===== config.mk =====
export PLATFORM = sky130hd
export DESIGN_NAME = core_wb_scheduler
export DESIGN_NICKNAME = d
export VERILOG_FILES = /design/src/rtl/config_pkg.sv /design/src/rtl/core_rr_arbiter.sv /design/src/rtl/core_wb_scheduler.sv
export SDC_FILE = /design/constraint.sdc
export NUM_CORES = 1
export LEC_CHECK = 0
export BUFFER_PORTS_ARGS = -buffer_cell sky130_fd_sc_hd__clkbuf_2
export CAP_MARGIN = 30
export CORE_MARGIN = 2
export CORE_UTILIZATION = 51
export DETAILED_ROUTE_END_ITERATION = 8
export HOLD_SLACK_MARGIN = 0.03
export PLACE_DENSITY = 0.91
export SYNTH_ARGS = -nofsm -noshare
export SYNTH_HDL_FRONTEND = slang
export SYNTH_HIERARCHICAL = 1
export SYNTH_SLANG_ARGS = --single-unit

===== constraint.sdc =====
create_clock -name clk -period 4 [get_ports clk]
set_clock_uncertainty 0.1 [all_clocks]
set_input_delay 1 -clock clk [delete_from_list [all_inputs] [get_ports clk]]
set_output_delay 1 -clock clk [all_outputs]
set_load 0.05 [all_outputs]

===== src/rtl/config_pkg.sv =====
// Core configuration type plus register-address and write-back source definitions
// shared by the issue, write-back and register-file blocks.
package config_pkg;

   typedef struct packed {
      int unsigned XLEN;
      logic        E_SUPPORTED;
   } config_t;

   localparam config_t DEFAULT_CONF = '{XLEN: 32, E_SUPPORTED: 1'b0};

   localparam int REG_ADDR_W = 5;
   typedef logic [REG_ADDR_W-1:0] reg_addr_t;

   typedef enum int {
      WB_ALU = 0,
      WB_LSU = 1,
      WB_MDU = 2
   } wb_src_e;

   // x0 is hardwired, and RV32E has only 16 architectural registers.
   function automatic logic reg_live(input reg_addr_t a, input int unsigned numregs);
      return (a != '0) && (32'(a) < numregs);
   endfunction

endpackage


===== src/rtl/core_rr_arbiter.sv =====
// Generic N-way round-robin arbiter: grants the first requester at or after the
// pointer, and the pointer advances past the winner only when a grant is made.
module core_rr_arbiter #(
   parameter int N = 3
) (
   input  logic                 clk,
   input  logic                 rst_n,
   input  logic [N-1:0]         i_req,
   output logic [N-1:0]         o_gnt,
   output logic                 o_gnt_valid,
   output logic [$clog2(N)-1:0] o_gnt_idx
);

   localparam int PW = $clog2(N);

   logic [PW-1:0] r_ptr;
   logic [PW-1:0] w_idx;
   logic [PW-1:0] w_cand;
   logic          w_found;
   int            w_sum;

   always_comb begin
      // NOTE: every variable gets a default before the loop so no path leaves one unassigned (no latch).
      w_found = 1'b0;
      w_idx   = r_ptr;
      w_cand  = r_ptr;
      w_sum   = 0;
      for (int i = 0; i < N; i++) begin
         w_sum = int'(r_ptr) + i;
         if (w_sum >= N) w_sum = w_sum - N;
         w_cand = PW'(w_sum);
         if (!w_found && i_req[w_cand]) begin
            w_found = 1'b1;
            w_idx   = w_cand;
         end
      end
      o_gnt        = '0;
      o_gnt[w_idx] = w_found;
   end

   always_ff @(posedge clk or negedge rst_n) begin
      // NOTE: sequential state uses non-blocking assignments only.
      if (!rst_n) begin
         r_ptr <= '0;
      end else if (w_found) begin
         r_ptr <= (int'(w_idx) == N - 1) ? '0 : w_idx + 1'b1;
      end
   end

   assign o_gnt_valid = w_found;
   assign o_gnt_idx   = w_idx;

endmodule


===== src/rtl/core_wb_scheduler.sv =====
// Write-back scheduler: round-robin sharing of the regfile write port between
// execution units, plus a busy scoreboard that stalls issue on RAW/WAW hazards.
module core_wb_scheduler
   import config_pkg::*;
#(
   parameter config_t CONF    = DEFAULT_CONF,
   parameter int      NUM_SRC = 3
) (
   input  logic                         clk,
   input  logic                         rst_n,
   input  logic                         issue_valid,
   input  logic [4:0]                   issue_rs1,
   input  logic [4:0]                   issue_rs2,
   input  logic [4:0]                   issue_rd,
   input  logic                         issue_we,
   output logic                         issue_stall,
   input  logic [NUM_SRC-1:0]           wb_valid,
   input  logic [NUM_SRC*5-1:0]         wb_rd,
   input  logic [NUM_SRC*CONF.XLEN-1:0] wb_data,
   output logic [NUM_SRC-1:0]           wb_ready,
   output logic [4:0]                   rf_a2,
   output logic [CONF.XLEN-1:0]         rf_wd2,
   output logic                         rf_we2
);

   localparam int          XLEN    = int'(CONF.XLEN);
   localparam int unsigned NUMREGS = CONF.E_SUPPORTED ? 16 : 32;
   localparam int          SW      = $clog2(NUM_SRC);

   logic            w_gnt_valid;
   logic [SW-1:0]   w_gnt_idx;
   reg_addr_t       w_sel_rd;
   logic [XLEN-1:0] w_sel_data;
   logic            w_sel_live;
   logic            w_rs1_live;
   logic            w_rs2_live;
   logic            w_rd_live;
   logic            w_set;
   logic [31:0]     w_busy_nxt;

   reg_addr_t       r_a2;
   logic [XLEN-1:0] r_wd2;
   logic            r_we2;
   logic [31:0]     r_busy;

   core_rr_arbiter #(.N(NUM_SRC)) u_arb (
      .clk         (clk),
      .rst_n       (rst_n),
      .i_req       (wb_valid),
      .o_gnt       (wb_ready),
      .o_gnt_valid (w_gnt_valid),
      .o_gnt_idx   (w_gnt_idx)
   );

   assign w_sel_rd   = wb_rd[int'(w_gnt_idx)*REG_ADDR_W +: REG_ADDR_W];
   assign w_sel_data = wb_data[int'(w_gnt_idx)*XLEN +: XLEN];
   assign w_sel_live = reg_live(w_sel_rd, NUMREGS);

   assign w_rs1_live = reg_live(issue_rs1, NUMREGS);
   assign w_rs2_live = reg_live(issue_rs2, NUMREGS);
   assign w_rd_live  = reg_live(issue_rd, NUMREGS);

   // No bypass: a register stays busy through the cycle its value is being written.
   assign issue_stall = issue_valid &&
                        ((w_rs1_live && r_busy[issue_rs1]) ||
                         (w_rs2_live && r_busy[issue_rs2]) ||
                         (issue_we && w_rd_live && r_busy[issue_rd]));

   assign w_set = issue_valid && !issue_stall && issue_we && w_rd_live;

   // Dead writes (x0, out-of-range) are still consumed, only the enable is suppressed.
   always_ff @(posedge clk or negedge rst_n) begin
      if (!rst_n) begin
         r_a2  <= '0;
         r_wd2 <= '0;
         r_we2 <= 1'b0;
      end else begin
         r_we2 <= w_gnt_valid && w_sel_live;
         if (w_gnt_valid) begin
            r_a2  <= w_sel_rd;
            r_wd2 <= w_sel_data;
         end
      end
   end

   // Clear first, then set, so a same-index collision resolves to busy.
   always_comb begin
      w_busy_nxt = r_busy;
      if (r_we2) w_busy_nxt[r_a2] = 1'b0;
      if (w_set) w_busy_nxt[issue_rd] = 1'b1;
      w_busy_nxt[0] = 1'b0;
   end

   always_ff @(posedge clk or negedge rst_n) begin
      // NOTE: the scoreboard is plain flops, so it is reset with everything else, unlike a RAM.
      if (!rst_n) r_busy <= '0;
      else        r_busy <= w_busy_nxt;
   end

   assign rf_a2  = r_a2;
   assign rf_wd2 = r_wd2;
   assign rf_we2 = r_we2;

endmodule


==> results of run 1 <==
-- report_power, final --
part | internal, mW | leakage [nW] | switching (mW)
clock | 0.385 | 0.114 | 0.263
combinational | 1.37 | 1.94 | 2.58
sequential | 1.11 | 0.857 | 0.398
total | 2.86 | 2.91 | 3.24
-- flip-flops by register name, indices dropped and copies added, names as in the netlist --
register / count
rf_a2: 5
rf_wd2: 32
r_busy: 31
rf_we2: 1
u_arb/r_ptr: 2
-- Yosys cell counts, drive strengths merged, types with 2 or more instances --
| cell type | instances |
|---|---|
| a2111oi | 4 |
| a21oi | 73 |
| a31oi | 6 |
| and3b | 2 |
| buf | 22 |
| clkbuf | 20 |
| dfrtp | 71 |
| ha | 4 |
| inv | 10 |
| mux2 | 7 |
| mux2i | 60 |
| mux4 | 10 |
| nand2 | 24 |
| nand2b | 6 |
| nand3 | 17 |
| nand3b | 10 |
| nand4 | 3 |
| nand4b | 2 |
| nor2 | 76 |
| nor2b | 10 |
| nor3 | 6 |
| nor3b | 4 |
| nor4 | 4 |
| o21a | 2 |
| o21ai | 40 |
| o221ai | 2 |
| o22ai | 4 |
| o31ai | 21 |
| o41ai | 12 |
| or2 | 2 |
| or3 | 3 |
| or3b | 6 |
-- worst paths after layout --
| kind | slack (ns) | from | end | depth (start not counted) |
|---|---|---|---|---|
| setup / recovery | 0.11 | issue_rs1[0] | issue_stall | 7 |
| hold / removal | 0.43 | rf_wd2[20] | rf_wd2[20] | 2 |
| setup reg to reg | 0.71 | u_arb/r_ptr[0] | rf_we2 | 11 |
| hold reg to reg | 0.43 | rf_wd2[20] | rf_wd2[20] | 2 |
| max in group asynchronous | 2.42 | rst_n | r_busy[19] | 2 |
| min in group asynchronous | 0.76 | rst_n | rf_wd2[27] | 2 |
-- cell type report --
class | count | area, sq um | share of cell area (%)
clock inverters | 3 | 65.1 | 1.03
multi-input cells | 434 | 3040 | 48.3
flip-flops and latches | 71 | 1780 | 28.2
clock buffers | 13 | 159 | 2.52
inverters | 10 | 37.5 | 0.596
repair buffers | 196 | 1050 | 16.7
well taps | 133 | 166 | 2.64
-- layer usage --
| metal | global-route usage (%) | wire, um |
|---|---|---|
| met1 | 39.0 | 6320 |
| met2 | 52.5 | 8290 |
| met3 | 8.53 | 1340 |
| met4 | 15.7 | 733 |
| met5 | 0 | 0 |
-- per-stage QoR --
stage	setup WS, ns	hold slack, ns	instances	utilization [%]
2_1_floorplan	0.0365	0.402	557	-
3_3_place_gp	0.107	0.408	843	62.5
3_5_place_dp	0.0760	0.415	844	62.7
4_1_cts	0.0671	0.436	860	65.0
5_1_grt	0.00762	0.460	860	65.0
6_report	0.115	0.432	860	65.0
-- critical path, cell delays in order --
cell,delay (ns)
clkbuf_2,0.16
mux4_2,0.53
o211a_1,0.23
nor4_2,0.27
nand4_2,0.15
o21a_2,0.25
buf_2,0.21
-- logic make-up after synthesis --
| kind of cell | after synthesis |
|---|---|
| compound gates | 177 |
| flops | 71 |
| buf+inv | 52 |
| mux | 77 |
| simple gates | 176 |
| fa+ha+maj | 4 |
==> summary.md, run 1 <==
| Metric | Value |
|---|---|
| Post-Synth Simple-Gate Area | `between 10% and 20%` |
| Netlist cell types | `58` |
| Fill count | `between 700 and 800` |
| Top FF cell, synth | `dfrtp_1` |
| Most frequent cells in the layout | `171 x clkbuf_2, 76 x nor2_1, 71 x a21oi_1, 71 x dfrtp_1, 60 x mux2i_1` |
| Vias in the first global route | `just over 5000` |
| H-tree level count | `3` |
| Area Overhead vs Synth | `24.8%` |
| Dpl hpwl | `around 13 mm` |
| XOR/XNOR Fraction of Synth Area | `0%` |
| Synth Cell Area | `5050 sq um` |
| Yosys top cell by area | `dfrtp_1` |
| Unrepaired setup endpoints after global routing | `no` |
| Via density | `approximately 6.1` |
| DRT antenna net count | `0` |
| Ys Warns | `6` |
| Via Count | `roughly 5300` |
| Max-slew headroom | `around 39%` |
| I/O Buffers | `~170` |
| MaxCap Viol Count | `0` |
| Post-Syn Nets | `694` |
| Worst Path Max Fanout | `4` |
| Status | `finished clean` |
| First-pass GRT wire length | `25.9 mm` |
| Post_cts resized | `0` |
| Crit share post-route | `97.1%` |
| Num Clock Sinks | `71` |
| Synth async-reset ratio | `100%` |
| Final Max Slew Viols | `0` |
| Drt total wl | `16.7 mm` |
| Final nets | `859` |
| Post-synthesis mux area share | `18.0%` |
| Sequential-to-total area share from yosys stat | `35.2%` |
| Die W | `103 um` |
| Worst-path clk slew | `0.07 ns` |
| Worst Tran Pin Value | `0.919 ns` |
| Finished Cell Area | `6300 sq um` |
| Share of cells above drive strength 1 | `a little over a third` |
| Synth Area in Compound Gates | `23.3%` |
| Largest family of logic cells by synthesized area | `compound AO/OA/AOI/OAI gates` |
| Gp weighted congestion | `approximately 1` |
| Setup violators final | `0` |
| Ant. Diodes | `0` |
| 1st-pass router iterations | `5` |
| DRC Markers | `0` |
| Gr usage total | `32.0%` |
| Mapped Avg Cell Area | `9.06 sq um` |
| Setup Crit Path Kind | `input port to output port` |
| EDFF count, synth | `0` |
| Core area | `9680 sq um` |
| Arr. time, crit path | `about 2.8 ns` |
| Class of the worst hold path | `register to register` |
| Static Leak | `2.91 nW` |
| Min Clock Period, post-route | `between 3 and 4 ns` |
| Yosys reg bits | `71` |
| Total power draw | `6.10 mW` |
| Clk_lat worst skew | `0.35 ns` |
| Synth Area in Adders | `0.991%` |
| CTS Buf Count | `9` |
| Grt total ovfl | `0` |
| Die area | `~11000 sq um` |
| Longest Clk Path Bufs | `2` |
| DRT iter0 DRCs | `359` |
| Starting Density | `52.1%` |
| Antenna violations before repair | `0` |
| Endpoints failing hold | `0` |
| Pwr/cell area | `968 nW/um^2` |
| Hold_buf cts | `0` |
| Row Count | `36` |
| Synth top area share | `35.2%` |
| Commonest non-fill, non-tap cell in the layout | `clkbuf_2` |
| Setup TNS | `0 ns` |
| WL/cell | `19.4 um` |
| CP Launch Type | `input port` |
| Clock Tree Root | `clkbuf_8` |
| Setup Buffers After CTS | `0` |
| Gate Count Post-Synth | `557` |
| Fmax | `257 MHz` |
| Die height | `between 100 and 150 um` |
| Crit. End Element | `output port` |
| Critical Path RT | `a little under 3 ns` |
| CTS tree | `built` |
| Peak supply drop | `slightly below 0.8 mV` |
| Largest net degree at the start of global routing | `72` |
| Area post-placement | `between 6000 and 7000 sq um` |
| Synth area leaders | `dfrtp_1 35%, mux2i_1 12%, a21oi_1 7.1%` |
| Boundary Pins | `between 150 and 200` |
Power figures use the tool's default switching activity.
==> run 2: changes to the inputs <==
--- a/config.mk
+++ b/config.mk
@@ -5,13 +5,17 @@
 export SDC_FILE = /design/constraint.sdc
 export NUM_CORES = 1
 export LEC_CHECK = 0
+export ABC_AREA = 1
 export BUFFER_PORTS_ARGS = -buffer_cell sky130_fd_sc_hd__clkbuf_2
 export CAP_MARGIN = 30
+export CELL_PAD_IN_SITES_DETAIL_PLACEMENT = 1
+export CELL_PAD_IN_SITES_GLOBAL_PLACEMENT = 1
 export CORE_MARGIN = 2
-export CORE_UTILIZATION = 51
+export CORE_UTILIZATION = 35
+export CTS_BUF_LIST = sky130_fd_sc_hd__clkbuf_16
 export DETAILED_ROUTE_END_ITERATION = 8
 export HOLD_SLACK_MARGIN = 0.03
-export PLACE_DENSITY = 0.91
+export PLACE_DENSITY = 0.92
 export SYNTH_ARGS = -nofsm -noshare
 export SYNTH_HDL_FRONTEND = slang
 export SYNTH_HIERARCHICAL = 1
==> run 2 against run 1 <==
Against the previous run:
- synthesized cell count is 46% higher
- register-to-register slack hardly changed
- area after synthesis is 2.2% higher
- flip-flop and latch count stayed put
- cell count is 35% higher
- via count is 17% higher
- fmax is 4.2% higher
- cell area is 3.1% higher
- core utilization is 20 points lower
- critical path depth is 7 higher
- critical path type unchanged
- critical endpoint unchanged
- largest power group unchanged
- highest routed layer unchanged
==> summary.md, run 2 <==
| Metric | Value |
|---|---|
| Top FF cell, synth | `dfrtp_1` |
| EDFF count, synth | `0 (unchanged)` |
| Longest Clk Path Bufs | `2 (unchanged)` |
| Fmax | `268 MHz (+4.2%)` |
| Core area | `14500 sq um (+50%)` |
| Crit share post-route | `93.2% (-3.9 points)` |
| Synth async-reset ratio | `100% (unchanged)` |
| Placed cell count | `1144 (+36%)` |
| Synth Cell Area | `5160 sq um (+2.2%)` |
| DRT antenna net count | `0 (unchanged)` |
| MaxCap Viol Count | `0 (unchanged)` |
| Most frequent cells in the layout | `233 x nand2_1, 172 x clkbuf_2, 148 x nor2_1` |
| Arr. time, crit path | `2.63 ns (-0.16 ns)` |
| Gp weighted congestion | `0.888 (-12%)` |
| Setup Buffers After CTS | `0 (unchanged)` |
| Dpl hpwl | `14.9 mm (+17%)` |
| Net Sw Frac | `56.2% (+3.1 points)` |
| Top cell by count, worst path | `nand2_1` |
| Fill count | `1956 (+150%)` |
| Slowest stage delay, CP | `0.26 ns (-0.27 ns)` |
| Worst Path Max Fanout | `15 (+11)` |
| Min Clock Period, post-route | `3.73 ns (-0.157 ns)` |
| Class of the worst hold path | `input port to async pin` |
| Synth area leaders | `dfrtp_1 34%, nand2_1 17%, nor2_1 11%` |
| Largest register FFs | `32 (unchanged)` |
| Sequential-to-total area share from yosys stat | `34.4% (-0.75 points)` |
| H-tree level count | `3 (unchanged)` |
| Finished Cell Area | `6490 sq um (+3.1%)` |
| Peak supply drop | `0.599 mV (-23%)` |
| Die height | `125 um (+21%)` |
| Power share of the clock group | `13.6% (+3.0 points)` |
| Num Clock Sinks | `71 (unchanged)` |
| CTS tree | `built` |
| Die W | `125 um (+21%)` |
| Setup Crit Path Kind | `input port to output port` |
| Ys Warns | `6 (unchanged)` |
| Max-slew headroom | `53.9% (+15 points)` |
| Critical Path RT | `2.90 ns (about the same)` |
| Worst-path clk slew | `0.06 ns (about the same)` |
| Final std cells w/o fill | `1161 (+35%)` |
| P_int | `2.95 mW (+3.3%)` |
| DRC Markers | `0 (unchanged)` |
| Register Area | `1780 sq um (unchanged)` |
| Area Overhead vs Synth | `25.9%` |
| P_sw | `3.80 mW (+17%)` |
| First-pass GRT wire length | `32.6 mm (+26%)` |
| Area post-placement | `6130 sq um (+0.95%)` |
| Status | `finished clean` |
| Final Core Density | `44.9% (-20 points)` |
| Endpoints failing hold | `0 (unchanged)` |
| Synth top area share | `34.4% (-0.75 points)` |
| Final nets | `1109 (+29%)` |
| Power share of the combinational group | `64.6% (about the same)` |
| Final Max Slew Viols | `0 (unchanged)` |
| Largest net degree at the start of global routing | `72 (unchanged)` |
| Gr usage total | `25.2% (-6.7 points)` |
| Unrepaired setup endpoints after global routing | `no` |
| CP Cell Sequence | `clkbuf_2, inv_2, nor2_1, nand2_1, nand2_1, nand2_1, nand2_1, inv_1, nand2_1, nand2_1, nand2_2, nor2_4, a21oi_1, buf_12` |
| Gate Count Post-Synth | `815 (+46%)` |
| Clock Tree Root | `clkbuf_16` |
| DRT iter0 DRCs | `364 (+1.4%)` |
| Row Count | `44 (+22%)` |
| Die area | `15700 sq um (+47%)` |
| Yosys reg bits | `71 (unchanged)` |
| Static Leak | `3.36 nW (+16%)` |
| Most frequent cell after synthesis | `nand2_1` |
| Mapped Avg Cell Area | `6.33 sq um (-30%)` |
| CTS Buf Count | `9 (unchanged)` |
| Drt total wl | `19.9 mm (+19%)` |
| Ant. Diodes | `0 (unchanged)` |
| Grt total ovfl | `0 (unchanged)` |
| Slack of the critical path | `0.272 ns (+0.157 ns)` |
| Antenna violations before repair | `0 (unchanged)` |
| Setup violators final | `0 (unchanged)` |
| CP Launch Type | `input port` |
| Pwr/cell area | `1040 nW/um^2 (+7.3%)` |
| Via Count | `6177 (+17%)` |
| I/O Buffers | `174 (unchanged)` |
| Worst Tran Pin Value | `0.692 ns (-0.228 ns)` |
| Vias in the first global route | `6506 (+28%)` |
| Post-Syn Nets | `952 (+37%)` |
| Starting Density | `35.6% (-17 points)` |
| 1st-pass router iterations | `5 (unchanged)` |
| WL/cell | `17.2 um (-12%)` |
| Clk_lat worst skew | `0.33 ns (-0.02 ns)` |
| Via density | `5.32 (-13%)` |
| Post-synth top cells | `234 x nand2_1, 149 x nor2_1, 77 x o21ai_0, 71 x dfrtp_1, 64 x inv_1` |
| Worst slack at placement | `0.259 ns (+0.183 ns)` |
| Commonest non-fill, non-tap cell in the layout | `nand2_1` |
| Footprint of the multi-input gates | `2880 sq um (-5.4%)` |
| Crit. End Element | `output port` |
| CP max stage cell | `clkbuf_2` |
| Netlist cell types | `32 (-45%)` |
| Register share of total power | `21.8% (-2.9 points)` |
| Share of cells above drive strength 1 | `23.6% (-11 points)` |
| Setup TNS | `0 ns (unchanged)` |
| Boundary Pins | `175 (unchanged)` |
| Yosys top cell by area | `dfrtp_1` |
==> run 2: cell count changes after synthesis, sizes merged, moves of 12 or more <==
cell / before / now
nand2: 24 / 242
a21oi: 73 / 6
o41ai: 12 / 0
nand3: 17 / 60
nand4: 3 / 39
mux2i: 60 / 0
inv: 10 / 72
a31oi: 6 / 33
o21ai: 40 / 78
o31ai: 21 / 0
nor2: 76 / 154
==> run 2: worst paths after layout <==
path                                startpoint           to  slack (ns)  depth (start not counted)
worst max-delay path              issue_rs1[0]  issue_stall        0.27                         14
worst min-delay path                     rst_n    rf_wd2[5]        0.36                          1
worst max register to register  u_arb/r_ptr[0]       rf_we2        0.72                         16
worst min register to register      r_busy[19]   r_busy[19]        0.42                          2
max in group asynchronous                rst_n   rf_wd2[22]        2.90                          2
min in group clk                    r_busy[19]   r_busy[19]        0.42                          2
==> run 2: through the flow <==
stage | total power [mW] | hold slack [ns]
global route | 7.32 | 0.349
CTS | 6.73 | 0.420
global placement | 5.63 | 0.392
floorplan | 4.59 | 0.372
finish | 6.75 | 0.357
detailed placement | 5.77 | 0.406
==> run 2: repair_timing <==
action	in CTS	in global routing
resized for setup	0	1
setup endpoints to repair	0	1
hold buffers	0	0
==> run 2: final cells by class <==
cell class / count / share of cell area [%]
Timing Repair Buffer: 185 / 15.3
Multi-Input combinational cell: 631 / 44.3
Clock inverter: 7 / 1.71
Tap cell: 184 / 3.54
Inverter: 74 / 4.33
Sequential cell: 71 / 27.4
Clock buffer: 9 / 3.47
==> run 2: power by group through the flow <==
stage               combinational (mW)  sequential, mW  clock, mW
floorplan                         2.55            2.04          0
global placement                  4.18            1.45          0
detailed placement                4.31            1.46          0
CTS                               4.34            1.46      0.928
global route                      4.85            1.51      0.959
finish                            4.36            1.47      0.919
==> run 2: worst max-delay path: cells and delay by family <==
family,cells,cell delay (ns)
buffers and inverters,4,0.66
AO/OA/AOI/OAI,1,0.25
AND/OR/NAND/NOR,9,0.70
==> run 2: cells by family after synthesis <==
kind of cell / after synthesis / synth area share (%)
adders and majority gates: 4 / 0.970
DFF: 71 / 34.4
AOI/OAI and AO/OA: 121 / 12.8
buffers and inverters: 113 / 9.85
and+or+nand+nor: 506 / 42.0
==> run 2: routing by layer <==
layer	global-route usage, %	routed length (um)
met1	30.8	8220
met2	44.7	9900
met5	0	0
met3	6.33	1530
met4	5.95	273
==> run 3: changes to the inputs <==
--- a/config.mk
+++ b/config.mk
@@ -16,6 +16,7 @@
 export DETAILED_ROUTE_END_ITERATION = 8
 export HOLD_SLACK_MARGIN = 0.03
 export PLACE_DENSITY = 0.92
+export RECOVER_POWER = 50
 export SYNTH_ARGS = -nofsm -noshare
 export SYNTH_HDL_FRONTEND = slang
 export SYNTH_HIERARCHICAL = 1
==> run 3 against run 2 <==
Against the previous run:
- the run now ends with capacitance limit, slew limit left
- first-iteration DRC count up 14%
- worst hold slack better by 0.0010 ns
- critical path depth unchanged
- sequential share of layout area up 0.22 points
- die area unchanged
- flip-flop and latch count unchanged
- largest power group unchanged
==> summary.md, run 3 (synthesized netlist as in run 2, its figures left out) <==
| Metric | Value |
|---|---|
| Status | `complete, but fails checks` |
| Failing checks | `capacitance limit, slew limit` |
| Setup Crit Path Kind | `input port to output port` |
| Register Area | `1780 sq um (unchanged)` |
| Met3 wire length | `1.52 mm (-0.46%)` |
| Antenna violations before repair | `0 (unchanged)` |
| Clock Tree Root | `clkbuf_16` |
| Met2 wire len | `9.91 mm (+0.11%)` |
| Worst Path Max Fanout | `15 (unchanged)` |
| H-tree level count | `3 (unchanged)` |
| Setup Buffers After CTS | `0 (unchanged)` |
| CTS Buf Count | `9 (unchanged)` |
| Class of the worst hold path | `input port to async pin` |
| Post_cts resized | `0 (unchanged)` |
| Dpl hpwl | `14.9 mm (unchanged)` |
| I/O Buffers | `174 (unchanged)` |
| Share of cells above drive strength 1 | `21.4% (-2.3 points)` |
| Largest register FFs | `32 (unchanged)` |
| Largest net degree at the start of global routing | `72 (unchanged)` |
| Area Overhead vs Synth | `24.9%` |
| Static Leak | `3.29 nW (-2.2%)` |
| Area post-placement | `6130 sq um (unchanged)` |
| Crit. End Element | `output port` |
| Fill count | `1968 (+0.61%)` |
| Placed cell count | `1144 (unchanged)` |
| Total power draw | `6.72 mW (-0.51%)` |
| Final nets | `1109 (unchanged)` |
| Drt total wl | `19.9 mm (about the same)` |
| Worst R2R Setup Slack | `0.72 ns (about the same)` |
| Crit share post-route | `93.0% (-0.19 points)` |
| Pwr/cell area | `1040 nW/um^2 (+0.30%)` |
| CP Launch Type | `input port` |
| CP delay by family, top | `simple AND/OR/NAND/NOR gates` |
| Most frequent cells in the layout | `233 x nand2_1, 152 x clkbuf_2, 148 x nor2_1` |
| Via density | `5.32 (about the same)` |
| 1st-pass router iterations | `5 (unchanged)` |
| Final std cells w/o fill | `1161 (unchanged)` |
| CP bufs+invs | `4 (unchanged)` |
| CP Cell Sequence | `clkbuf_2, inv_2, nor2_1, nand2_1, nand2_1, nand2_1, nand2_1, inv_1, nand2_1, nand2_1, nand2_2, nor2_4, a21oi_1, buf_12` |
| Worst Tran Pin Value | `1.77 ns (+1.08 ns)` |
| Top cell by count, worst path | `nand2_1` |
| DRT antenna net count | `0 (unchanged)` |
| Slowest stage delay, CP | `0.26 ns (about the same)` |
| Gp weighted congestion | `0.888 (unchanged)` |
| Peak supply drop | `0.588 mV (-1.8%)` |
| Worst-path clk slew | `0.06 ns (about the same)` |
| Fmax | `269 MHz (+0.21%)` |
| CP startpoint | `issue_rs1[0]` |
| WL met1 | `8.21 mm (about the same)` |
| Commonest non-fill, non-tap cell in the layout | `nand2_1` |
| Max-slew headroom | `-17.8% (-72 points)` |
| DRC Markers | `0 (unchanged)` |
| Core area | `14500 sq um (unchanged)` |
| FF-to-FF Start | `u_arb/r_ptr[0]` |
| Die W | `125 um (unchanged)` |
| Highest routed layer | `met4` |
| Die height | `125 um (unchanged)` |
| Die area | `15700 sq um (unchanged)` |
| Gr usage total | `25.2% (unchanged)` |
| MaxCap Viol Count | `1 (+1)` |
| Setup TNS | `0 ns (unchanged)` |
| Finished Cell Area | `6440 sq um (-0.81%)` |
| Critical Path RT | `2.90 ns (about the same)` |
| Ant. Diodes | `0 (unchanged)` |
| DRT iter0 DRCs | `414 (+14%)` |
| Grt total ovfl | `0 (unchanged)` |
| CTS tree | `built` |
| Longest Clk Path Bufs | `2 (unchanged)` |
| Endpoints failing hold | `0 (unchanged)` |
| Starting Density | `35.6% (unchanged)` |
| Clk_lat worst skew | `0.33 ns (about the same)` |
| Via Count | `6178 (+0.016%)` |
| Final Max Slew Viols | `70 (+70)` |
| Arr. time, crit path | `2.62 ns (about the same)` |
| Hold_buf cts | `0 (unchanged)` |
| Footprint of the multi-input gates | `2880 sq um (unchanged)` |
| Num Clock Sinks | `71 (unchanged)` |
| Vias in the first global route | `6506 (unchanged)` |
| Setup violators final | `0 (unchanged)` |
| WL/cell | `17.1 um (about the same)` |
| Min Clock Period, post-route | `3.72 ns (-0.00770 ns)` |
| Unrepaired setup endpoints after global routing | `no` |
| First-pass GRT wire length | `32.6 mm (unchanged)` |
| CP max stage cell | `clkbuf_2` |
| Row Count | `44 (unchanged)` |
| Boundary Pins | `175 (unchanged)` |
[run 3: cell types whose count changed in the layout (fill, tap and decap cells not counted)]
cell      previous run  this run
clkbuf_1             0        22
clkbuf_2           172       152
buf_16               1         0
buf_4               11        10
[run 3: final timing paths]
path / cells past startpoint / end
max: 14 / issue_stall
min: 1 / rf_wd2[5]
max reg2reg: 16 / rf_we2
min reg2reg: 2 / r_busy[19]
max in group asynchronous: 2 / rf_wd2[23]
min in group clk: 2 / r_busy[19]
[run 3: stage by stage]
step	setup WS [ns]	hold WS [ns]	util, %
after floorplan	0.159	0.372	-
after global placement	0.327	0.392	42.3
after detailed placement	0.259	0.406	42.3
after CTS	0.145	0.420	44.7
after global routing	0.0636	0.356	44.5
final	0.279	0.358	44.5
[run 3: routing by layer]
metal	GRT usage (%)	vias up
met4	5.95	0
met1	30.8	2937
met2	44.7	249
met3	6.33	22
met5	0	-
li1	-	2970
[run 3: cell type report]
class                      instances  area share (%)
multi-input combinational        631            44.7
sequential                        71            27.6
timing repair buffer             185            14.6
inverter                          74            4.37
tap                              184            3.57
clock buffer                       9            3.50
clock inverter                     7            1.73
[run 3: where the power goes]
| part | internal, mW | total (mW) | switching, mW |
|---|---|---|---|
| clock | 0.605 | 0.921 | 0.316 |
| sequential | 1.13 | 1.47 | 0.343 |
| combinational | 1.19 | 4.33 | 3.13 |
